### src/rtl/xrv1_mem_arb_pkg.sv
// Shared types and constants for the XRV1 memory arbiter.
// The owner id travels through the in-order response queue.
package xrv1_mem_arb_pkg;

  localparam int MEM_ADDR_W = 32;
  localparam int MEM_DATA_W = 32;

  typedef enum logic {
    OWNER_IMEM = 1'b0,
    OWNER_DMEM = 1'b1
  } owner_e;

endpackage

### src/rtl/xrv1_owner_fifo.sv
// In-order queue of request owners; the head steers each returning response.
// Wrap-around pointers plus an occupancy count give exact full/empty.
module xrv1_owner_fifo
  import xrv1_mem_arb_pkg::*;
#(
  parameter int DEPTH = 2
) (
  input  logic   clk_i,
  input  logic   rst_ni,
  input  logic   push_i,
  input  owner_e push_id_i,
  input  logic   pop_i,
  output owner_e head_o,
  output logic   full_o,
  output logic   empty_o
);

  localparam int PTR_W = (DEPTH > 1) ? $clog2(DEPTH) : 1;
  localparam int CNT_W = $clog2(DEPTH + 1);
  localparam logic [PTR_W-1:0] LAST_PTR = PTR_W'(DEPTH - 1);
  localparam logic [CNT_W-1:0] FULL_CNT = CNT_W'(DEPTH);

  owner_e           slot_r [DEPTH];
  logic [PTR_W-1:0] wr_ptr_r;
  logic [PTR_W-1:0] rd_ptr_r;
  logic [CNT_W-1:0] count_r;
  logic             push_s;
  logic             pop_s;

  function automatic logic [PTR_W-1:0] next_ptr(input logic [PTR_W-1:0] ptr);
    return (ptr == LAST_PTR) ? {PTR_W{1'b0}} : ptr + {{(PTR_W-1){1'b0}}, 1'b1};
  endfunction

  assign full_o  = (count_r == FULL_CNT);
  assign empty_o = (count_r == {CNT_W{1'b0}});
  assign push_s  = push_i & ~full_o;
  assign pop_s   = pop_i & ~empty_o;
  assign head_o  = slot_r[rd_ptr_r];

  // Storage, pointers and occupancy
  always_ff @(posedge clk_i or negedge rst_ni) begin
    if (!rst_ni) begin
      for (int i = 0; i < DEPTH; i++) slot_r[i] <= OWNER_IMEM;
      wr_ptr_r <= {PTR_W{1'b0}};
      rd_ptr_r <= {PTR_W{1'b0}};
      count_r  <= {CNT_W{1'b0}};
    end else begin
      if (push_s) begin
        slot_r[wr_ptr_r] <= push_id_i;
        wr_ptr_r         <= next_ptr(wr_ptr_r);
      end
      if (pop_s) rd_ptr_r <= next_ptr(rd_ptr_r);
      case ({push_s, pop_s})
        2'b10:   count_r <= count_r + {{(CNT_W-1){1'b0}}, 1'b1};
        2'b01:   count_r <= count_r - {{(CNT_W-1){1'b0}}, 1'b1};
        default: count_r <= count_r;
      endcase
    end
  end

endmodule

### src/rtl/xrv1_mem_arb.sv
// Shares one memory port between the XRV1 fetch and data ports with zero added
// latency: dmem priority with bounded fetch starvation, stall lock, in-order routing.
module xrv1_mem_arb
  import xrv1_mem_arb_pkg::*;
#(
  parameter int MAX_OUTSTANDING = 2,
  parameter int STARVE_LIMIT    = 4
) (
  input  logic                  clk_i,
  input  logic                  rst_ni,
  input  logic                  imem_req_vld_i,
  output logic                  imem_req_rdy_o,
  input  logic [MEM_ADDR_W-1:0] imem_req_addr_i,
  output logic                  imem_resp_vld_o,
  output logic [MEM_DATA_W-1:0] imem_resp_data_o,
  input  logic                  dmem_req_vld_i,
  output logic                  dmem_req_rdy_o,
  input  logic [MEM_ADDR_W-1:0] dmem_req_addr_i,
  input  logic                  dmem_req_w_en_i,
  input  logic [3:0]            dmem_req_w_be_i,
  input  logic [MEM_DATA_W-1:0] dmem_req_w_data_i,
  output logic                  dmem_resp_vld_o,
  output logic [MEM_DATA_W-1:0] dmem_resp_r_data_o,
  output logic                  dmem_resp_err_o,
  output logic                  mem_req_vld_o,
  input  logic                  mem_req_rdy_i,
  output logic [MEM_ADDR_W-1:0] mem_req_addr_o,
  output logic                  mem_req_w_en_o,
  output logic [3:0]            mem_req_w_be_o,
  output logic [MEM_DATA_W-1:0] mem_req_w_data_o,
  input  logic                  mem_resp_vld_i,
  input  logic [MEM_DATA_W-1:0] mem_resp_r_data_i,
  input  logic                  mem_resp_err_i,
  output logic                  spurious_resp_o
);

  localparam int STARVE_W = (STARVE_LIMIT > 0) ? $clog2(STARVE_LIMIT + 1) : 1;
  localparam logic [STARVE_W-1:0] STARVE_MAX = STARVE_W'(STARVE_LIMIT);

  logic                lock_r;
  owner_e              lock_src_r;
  logic [STARVE_W-1:0] starve_cnt_r;
  logic                spurious_r;
  owner_e              grant_s;
  logic                grant_vld_s;
  logic                starved_s;
  logic                accept_s;
  logic                fifo_full_s;
  logic                fifo_empty_s;
  owner_e              head_s;
  logic                resp_hit_s;

  // With STARVE_LIMIT=0 imem never gets the priority grant
  assign starved_s = (STARVE_LIMIT != 0) && (starve_cnt_r == STARVE_MAX);

  // Grant selection: a stalled request keeps its source until accepted
  always_comb begin
    grant_s = OWNER_IMEM;
    if (lock_r) begin
      grant_s = lock_src_r;
    end else if (imem_req_vld_i && dmem_req_vld_i) begin
      grant_s = starved_s ? OWNER_IMEM : OWNER_DMEM;
    end else if (dmem_req_vld_i) begin
      grant_s = OWNER_DMEM;
    end else begin
      grant_s = OWNER_IMEM;
    end
  end

  // Request field mux; a fetch never writes
  always_comb begin
    grant_vld_s      = 1'b0;
    mem_req_addr_o   = imem_req_addr_i;
    mem_req_w_en_o   = 1'b0;
    mem_req_w_be_o   = 4'b0000;
    mem_req_w_data_o = {MEM_DATA_W{1'b0}};
    case (grant_s)
      OWNER_DMEM: begin
        grant_vld_s      = dmem_req_vld_i;
        mem_req_addr_o   = dmem_req_addr_i;
        mem_req_w_en_o   = dmem_req_w_en_i;
        mem_req_w_be_o   = dmem_req_w_be_i;
        mem_req_w_data_o = dmem_req_w_data_i;
      end
      OWNER_IMEM: grant_vld_s = imem_req_vld_i;
      default:    grant_vld_s = 1'b0;
    endcase
  end

  // Full blocks issue even when a pop coincides, keeping mem_resp_vld_i off this path
  assign mem_req_vld_o  = grant_vld_s & ~fifo_full_s;
  assign accept_s       = mem_req_vld_o & mem_req_rdy_i;
  assign imem_req_rdy_o = accept_s & (grant_s == OWNER_IMEM);
  assign dmem_req_rdy_o = accept_s & (grant_s == OWNER_DMEM);

  xrv1_owner_fifo #(
    .DEPTH(MAX_OUTSTANDING)
  ) u_owner_fifo (
    .clk_i     (clk_i),
    .rst_ni    (rst_ni),
    .push_i    (accept_s),
    .push_id_i (grant_s),
    .pop_i     (mem_resp_vld_i),
    .head_o    (head_s),
    .full_o    (fifo_full_s),
    .empty_o   (fifo_empty_s)
  );

  assign resp_hit_s         = mem_resp_vld_i & ~fifo_empty_s;
  assign imem_resp_vld_o    = resp_hit_s & (head_s == OWNER_IMEM);
  assign dmem_resp_vld_o    = resp_hit_s & (head_s == OWNER_DMEM);
  assign imem_resp_data_o   = mem_resp_r_data_i;
  assign dmem_resp_r_data_o = mem_resp_r_data_i;
  assign dmem_resp_err_o    = mem_resp_err_i;
  assign spurious_resp_o    = spurious_r;

  // Lock, starvation counter and sticky spurious-response flag
  always_ff @(posedge clk_i or negedge rst_ni) begin
    if (!rst_ni) begin
      lock_r       <= 1'b0;
      lock_src_r   <= OWNER_IMEM;
      starve_cnt_r <= {STARVE_W{1'b0}};
      spurious_r   <= 1'b0;
    end else begin
      if (accept_s) begin
        lock_r <= 1'b0;
      end else if (mem_req_vld_o) begin
        lock_r     <= 1'b1;
        lock_src_r <= grant_s;
      end
      if (accept_s && grant_s == OWNER_IMEM) begin
        starve_cnt_r <= {STARVE_W{1'b0}};
      end else if (accept_s && imem_req_vld_i && starve_cnt_r != STARVE_MAX) begin
        starve_cnt_r <= starve_cnt_r + {{(STARVE_W-1){1'b0}}, 1'b1};
      end
      if (mem_resp_vld_i && fifo_empty_s) spurious_r <= 1'b1;
    end
  end

endmodule

### config.mk
export PLATFORM = sky130hd
export DESIGN_NAME = xrv1_mem_arb
export DESIGN_NICKNAME = d
export VERILOG_FILES = /design/src/rtl/xrv1_mem_arb_pkg.sv /design/src/rtl/xrv1_owner_fifo.sv /design/src/rtl/xrv1_mem_arb.sv
export SDC_FILE = /design/constraint.sdc
export NUM_CORES = 1
export LEC_CHECK = 0
export CAP_MARGIN = 20
export CORE_AREA = 2 2 109 111
export CTS_CLUSTER_DIAMETER = 150
export DETAILED_ROUTE_END_ITERATION = 16
export DIE_AREA = 0 0 111 113
export GPL_ROUTABILITY_DRIVEN = 0
export PLACE_DENSITY = 0.63
export SLEW_MARGIN = 20
export SYNTH_ARGS = -nofsm -noshare
export SYNTH_HDL_FRONTEND = slang
export SYNTH_HIERARCHICAL = 1
export SYNTH_SLANG_ARGS = --single-unit
### constraint.sdc
create_clock -name clk_i -period 2.42 [get_ports clk_i]
set_clock_uncertainty 0.2 [all_clocks]
set_input_delay 0.726 -clock clk_i [delete_from_list [all_inputs] [get_ports clk_i]]
set_output_delay 0.726 -clock clk_i [all_outputs]
set_load 0.005 [all_outputs]
==> impl_metrics.yaml, run 1 <==
drt:
  drt-initial-drc-count: 23
  via_count: 1981
  first_pass_iters: 3
  ant_nets: 0
  post_drt_wl_per_cell_um: 15.7
  drt-total-wl_um: 8060
  drc: 0
  route.detailed.vias_per_inst: 3.85
clock_network:
  cts_sinks: 12
  htree_num_levels: 1
  cts.clk_slew.worst_paths_ps: 40
  cts_made_buffers: 3
  cts_buffer_depth: 2
  ctsHoldBuffers: 0
  cts_tree: "done"
  root_buffer: "clkbuf_16"
  clk_latency_ps: 240
synthesis:
  yosysTopAreaCell: "buf_4"
  synthFlopType: "dfrtp_1"
  async_flop_share: 1.00
  synth_common_cells: "65 x buf_4, 37 x and2_1, 24 x mux2_2"
  yosysWarnings: 6
  synth_edf_count: 0
  synth_top_area_frac: 0.266
  ys_seq_area_frac: 0.164
  synth_area_mm2: 0.00183
  synth.most_common_cell: "buf_4"
  synth_nets: 346
  yosys_register_bits: 12
  synth.avg_cell_area_um2: 9.03
  synth_cells: 203
  synth_cell_types: 32
  synthTopCellsByArea: "buf_4 27%, dfrtp_1 16%, mux2_2 15%, and2_1 13%, mux2_4 9.0%"
cells_and_area:
  multi_input_area_mm2: 0.00115
  diodes: 0
  stdcell_count: 514
  drive_above_1_share: 0.577
  fin_nets: 516
  regArea_um2: 300
  fin_area_mm2: 0.00423
  fillers: 1136
  syn_to_final_growth_pct: 131
place:
  port_buffers: 181
  dp_cells: 471
  placed_cell_area_mm2: 0.00344
  dpl.hpwl_um: 5500
setup_path:
  critical_path_class: "input pin to output port"
  crit_top_cell: "buf_6"
  cp_slowest_cell: "mux2_4"
  r2r-end: "starve_cnt_r[0]"
  worstPathRequired_ps: 1490
  crit_path_max_fanout: 5
  rr_worst_depth: 11
  crit_path_start_kind: "input pin"
  rrSetupSlack_ps: 110
  worstReg2RegStart: "starve_cnt_r[0]"
  cp-end-kind: "output port"
  path_cells: "buf_6 -> nor2b_4 -> a22o_4 -> buf_6 -> buf_6 -> buf_12 -> mux2_4 -> buf_6"
  worstPathArrival_ps: 2010
  cpPeakStageDelay_ps: 300
sta:
  fin_crit_ps: 2930
  max_freq_mhz: 341
  period_share: 1.21
  fin_ws_ps: -513
  rsz0062_at_grt: "yes"
  tightest_slew_ps: 565
  final.setup.tns_ps: -26720
  hold_ws_ps: 272
  setup_viol: 72
  relSlewSlack: 0.622
  hold_viol: 0
  final-max-slew-violation-count: 0
floorplanning:
  rows: 39
  fp.dieW_um: 111
  io_pins: 280
  die_area_mm2: 0.0125
  start_util: 0.163
  core-area_mm2: 0.0113
  die_h_um: 113
global_routing:
  antenna_found_initial: 0
  grt.overflow.total: 0
  grt_max_degree: 13
  grt_pass1_wl_um: 12100
  grt_pass1_vias: 2113
  grt.total_usage: 0.121
pwr:
  pwr-share-seq: 0.082
  pwr-share-comb: 0.848
  p_per_area_mw_per_mm2: 1020
  swShare: 0.313
  leakage_uw: 0.00192
  p_sw_uw: 1350
  vdd_ir_drop_max_mv: 0.569
  clockPowerShare: 0.070
  p_int_uw: 2960
hold_path:
  whs_path_depth: 1
  min_path_type: "register to register"
  worstHoldEndpoint: "spurious_resp_o"
  worstHoldStart: "spurious_resp_o"
outcome:
  status: "complete, but fails checks"
  failed_checks: "setup timing"
job:
  max-cap-violations: 0
worst max-delay path, delay by kind of cell:
kind	cells	cell delay [ps]
AND/OR/NAND/NOR	1	110
multiplexers	1	300
AO/OA/AOI/OAI	1	260
buffers and inverters	5	600
how the worst max path moves through the flow:
stage	slack (ps)	end	cells past startpoint	start
after floorplan	-120	mem_req_addr_o[10]	5	dmem_req_vld_i
after global placement	-1080	mem_req_addr_o[21]	6	dmem_req_vld_i
after detailed placement	-1110	mem_req_addr_o[4]	6	dmem_req_vld_i
after CTS	-530	mem_req_w_data_o[22]	7	dmem_req_vld_i
after global routing	-580	mem_req_addr_o[29]	9	starve_cnt_r[1]
final	-510	mem_req_addr_o[3]	8	dmem_req_vld_i
placed cells by master, fill, tap and decap left out, types with 10 or more instances in the layout:
cell / instances
clkdlybuf4s50_1: 103
buf_6: 66
and2_4: 27
buf_4: 27
mux2_2: 21
mux2_4: 14
dfrtp_1: 12
buf_2: 11
and2_1: 10
what timing repair did:
action | CTS | global route
cloned | 10 | 0
pin swaps | 29 | 9
setup endpoints to repair | 82 | 76
resized for setup | 374 | 54
buffers inserted | 30 | 7
power by group through the flow:
stage	Sequential, uW	Combinational (uW)	Clock [uW]
after floorplan	341	1110	0
after global placement	336	2190	0
after detailed placement	340	2230	0
after CTS	347	3540	305
after global routing	365	3890	317
final	353	3650	302
stage by stage:
stage	power [uW]	setup slack [ps]	utilization
after floorplan	1450	-115	-
after global placement	2530	-1080	0.305
after detailed placement	2570	-1110	0.305
after CTS	4190	-533	0.367
after global routing	4570	-583	0.376
final	4310	-513	0.376
cell families (layout without fill, tap and decap cells):
logic type,after synthesis,after routing,share of synthesized area
XOR/XNOR,5,5,0.0239
adder cells (fa/ha/maj),3,3,0.0205
AO/OA/AOI/OAI,12,12,0.0553
buffers and inverters,79,247,0.305
multiplexers,36,36,0.244
flip-flops,12,12,0.164
AND/OR/NAND/NOR,56,56,0.188
layout make-up:
cell class | count | area share
Timing Repair Buffer | 238 | 0.593
Clock buffer | 3 | 0.0177
Inverter | 6 | 0.00532
Sequential cell | 12 | 0.0709
Tap cell | 143 | 0.0423
Multi-Input combinational cell | 112 | 0.271
flip-flops by register name, indices dropped and copies added (netlist names):
| signal | count |
|---|---|
| starve_cnt_r | 3 |
| u_owner_fifo/wr_ptr_r | 1 |
| u_owner_fifo/slot_r | 2 |
| spurious_resp_o | 1 |
| lock_r | 1 |
| u_owner_fifo/count_r | 2 |
| lock_src_r | 1 |
| u_owner_fifo/rd_ptr_r | 1 |
metal layers:
metal  vias up  global-route usage  wire length, um
li1        940                   -                -
met2       113               0.238             4570
met4         0              0.0225               72
met5         -                   0                0
met3         4              0.0364              643
met1       924               0.127             2780
Note: power is estimated with default switching activity, not from simulation.
==> inputs of run 2 (changes only) <==
--- a/config.mk
+++ b/config.mk
@@ -11,7 +11,7 @@
 export DETAILED_ROUTE_END_ITERATION = 16
 export DIE_AREA = 0 0 111 113
 export GPL_ROUTABILITY_DRIVEN = 0
-export PLACE_DENSITY = 0.63
+export PLACE_DENSITY = 0.6
 export SLEW_MARGIN = 20
 export SYNTH_ARGS = -nofsm -noshare
 export SYNTH_HDL_FRONTEND = slang
==> constraint.sdc (replaced) <==
create_clock -name clk_i -period 3.43 [get_ports clk_i]
set_clock_uncertainty 0.2 [all_clocks]
set_input_delay 1.029 -clock clk_i [delete_from_list [all_inputs] [get_ports clk_i]]
set_output_delay 1.029 -clock clk_i [all_outputs]
set_load 0.005 [all_outputs]
==> run 2 against run 1 <==
Net effect: the flow still finishes with violations (setup timing); register-to-register slack gained 1100 ps; sequential power decreased by 27%; clock power shrank 30%; final cell count shrank 7.4%; largest cell class unchanged; power decreased by 50%; die area is the same; final area is 18% lower; count of clock-buffer cells in the layout unchanged; non-clock buffer count shrank 38.
==> impl_metrics.yaml, run 2 (synthesized netlist as in run 1, its figures left out) <==
drt:
  drc: 0
  route.detailed.vias_per_inst: 3.75
  drt-total-wl_um: 7320
  drt-initial-drc-count: 23
  via_count: 1786
  ant_nets: 0
  first_pass_iters: 4
  post_drt_wl_per_cell_um: 15.4
pwr:
  pwr-share-comb: 0.784
  pwr-share-seq: 0.119
  p_per_area_mw_per_mm2: 629
  p_sw_uw: 756
  swShare: 0.348
  clockPowerShare: 0.097
  fin_total_pwr_uw: 2170
  vdd_ir_drop_max_mv: 0.407
  p_int_uw: 1420
  leakage_uw: 0.00156
sta:
  fin_ws_ps: -22.7
  relSlewSlack: 0.611
  max_freq_mhz: 290
  tightest_slew_ps: 581
  rsz0062_at_grt: "yes"
  period_share: 1.01
  final.setup.tns_ps: -42.0
  hold_viol: 0
  final-max-slew-violation-count: 0
  hold_ws_ps: 259
  fin_crit_ps: 3450
  setup_viol: 8
floorplanning:
  die_h_um: 113
  rows: 39
  core-area_mm2: 0.0113
  die_area_mm2: 0.0125
  fp.dieW_um: 111
  io_pins: 280
  start_util: 0.163
global_routing:
  grt.total_usage: 0.113
  antenna_found_initial: 0
  grt_pass1_vias: 1979
  grt_pass1_wl_um: 11300
  grt_max_degree: 21
  grt.overflow.total: 0
outcome:
  status: "complete, but fails checks"
  failed_checks: "setup timing"
clock_network:
  htree_num_levels: 1
  cts_sinks: 12
  cts_tree: "done"
  clk_latency_ps: 240
  cts_buffer_depth: 2
  root_buffer: "clkbuf_16"
  cts_made_buffers: 3
  cts.clk_slew.worst_paths_ps: 40
cells_and_area:
  drive_above_1_share: 0.402
  fin_nets: 478
  syn_to_final_growth_pct: 88.5
  final_common_cell: "clkdlybuf4s50_1"
  regMostFlops: "starve_cnt_r"
  layout_common_cells: "105 x clkdlybuf4s50_1, 32 x and2_1, 26 x clkbuf_2"
  stdcell_count: 476
  largest_register_ffs: 3
  reg_top3: "starve_cnt_r (3), u_owner_fifo/count_r (2), u_owner_fifo/slot_r (2)"
  diodes: 0
setup_path:
  worstPathArrival_ps: 2220
  worstPathRequired_ps: 2200
  crit_path_max_fanout: 8
  cp-end-kind: "output port"
  critical_path_class: "input pin to output port"
  crit_path_start_kind: "input pin"
place:
  dp_cells: 462
  dp_slack_ps: -672
  dpl.hpwl_um: 5400
  port_buffers: 181
hold_path:
  min_path_type: "register to register"
job:
  max-cap-violations: 0
## run 2: power by group through the flow
stage,clock [uW],sequential [uW],combinational [uW]
6_report,212,258,1700
5_1_grt,223,270,1850
4_1_cts,217,257,1930
3_5_place_dp,0,252,1520
3_3_place_gp,0,250,1510
2_1_floorplan,0,241,774
## run 2: worst paths after layout
kind	startpoint	endpoint	slack [ps]	cells after the start
max	dmem_req_vld_i	mem_req_addr_o[6]	-20	7
min	spurious_resp_o	spurious_resp_o	260	1
max reg2reg	lock_r	u_owner_fifo/count_r[1]	1180	8
min reg2reg	spurious_resp_o	spurious_resp_o	260	1
max in group asynchronous	rst_ni	u_owner_fifo/slot_r[0]	1680	1
min in group asynchronous	rst_ni	spurious_resp_o	960	1
## run 2: worst max-delay path, stage by stage
cell     delay (ps)
buf_6            90
nor2b_4         110
a22o_4          290
buf_8           150
buf_16          130
mux2_4          300
buf_6           110
## run 2: what timing repair did
| action | in CTS | in global routing |
|---|---|---|
| cloned | 6 | 0 |
| pin swaps | 5 | 2 |
| hold buffers | 0 | 0 |
| gates resized for setup | 258 | 30 |
| setup endpoints to repair | 74 | 66 |
| buffers inserted | 9 | 2 |
## run 2: stage by stage
stage          instance area, um2   util
2_1_floorplan                1830      -
5_1_grt                      3460  0.307
3_3_place_gp                 3370  0.299
6_report                     3460  0.307
3_5_place_dp                 3370  0.299
4_1_cts                      3660  0.325
## run 2: layout make-up
class	instances	area, um2
inverter	6	22.5
fill	1220	7820
clock buffer	3	75.1
tap	143	179
sequential	12	300
multi-input combinational	112	1030
timing repair buffer	200	1850
## run 2: per-layer routing
| layer | GRT usage | vias up | wire (um) |
|---|---|---|---|
| met5 | 0 | - | 0 |
| met4 | 0.0325 | 0 | 131 |
| met3 | 0.0246 | 15 | 407 |
| met2 | 0.182 | 76 | 3550 |
| met1 | 0.152 | 836 | 3230 |
| li1 | - | 859 | - |
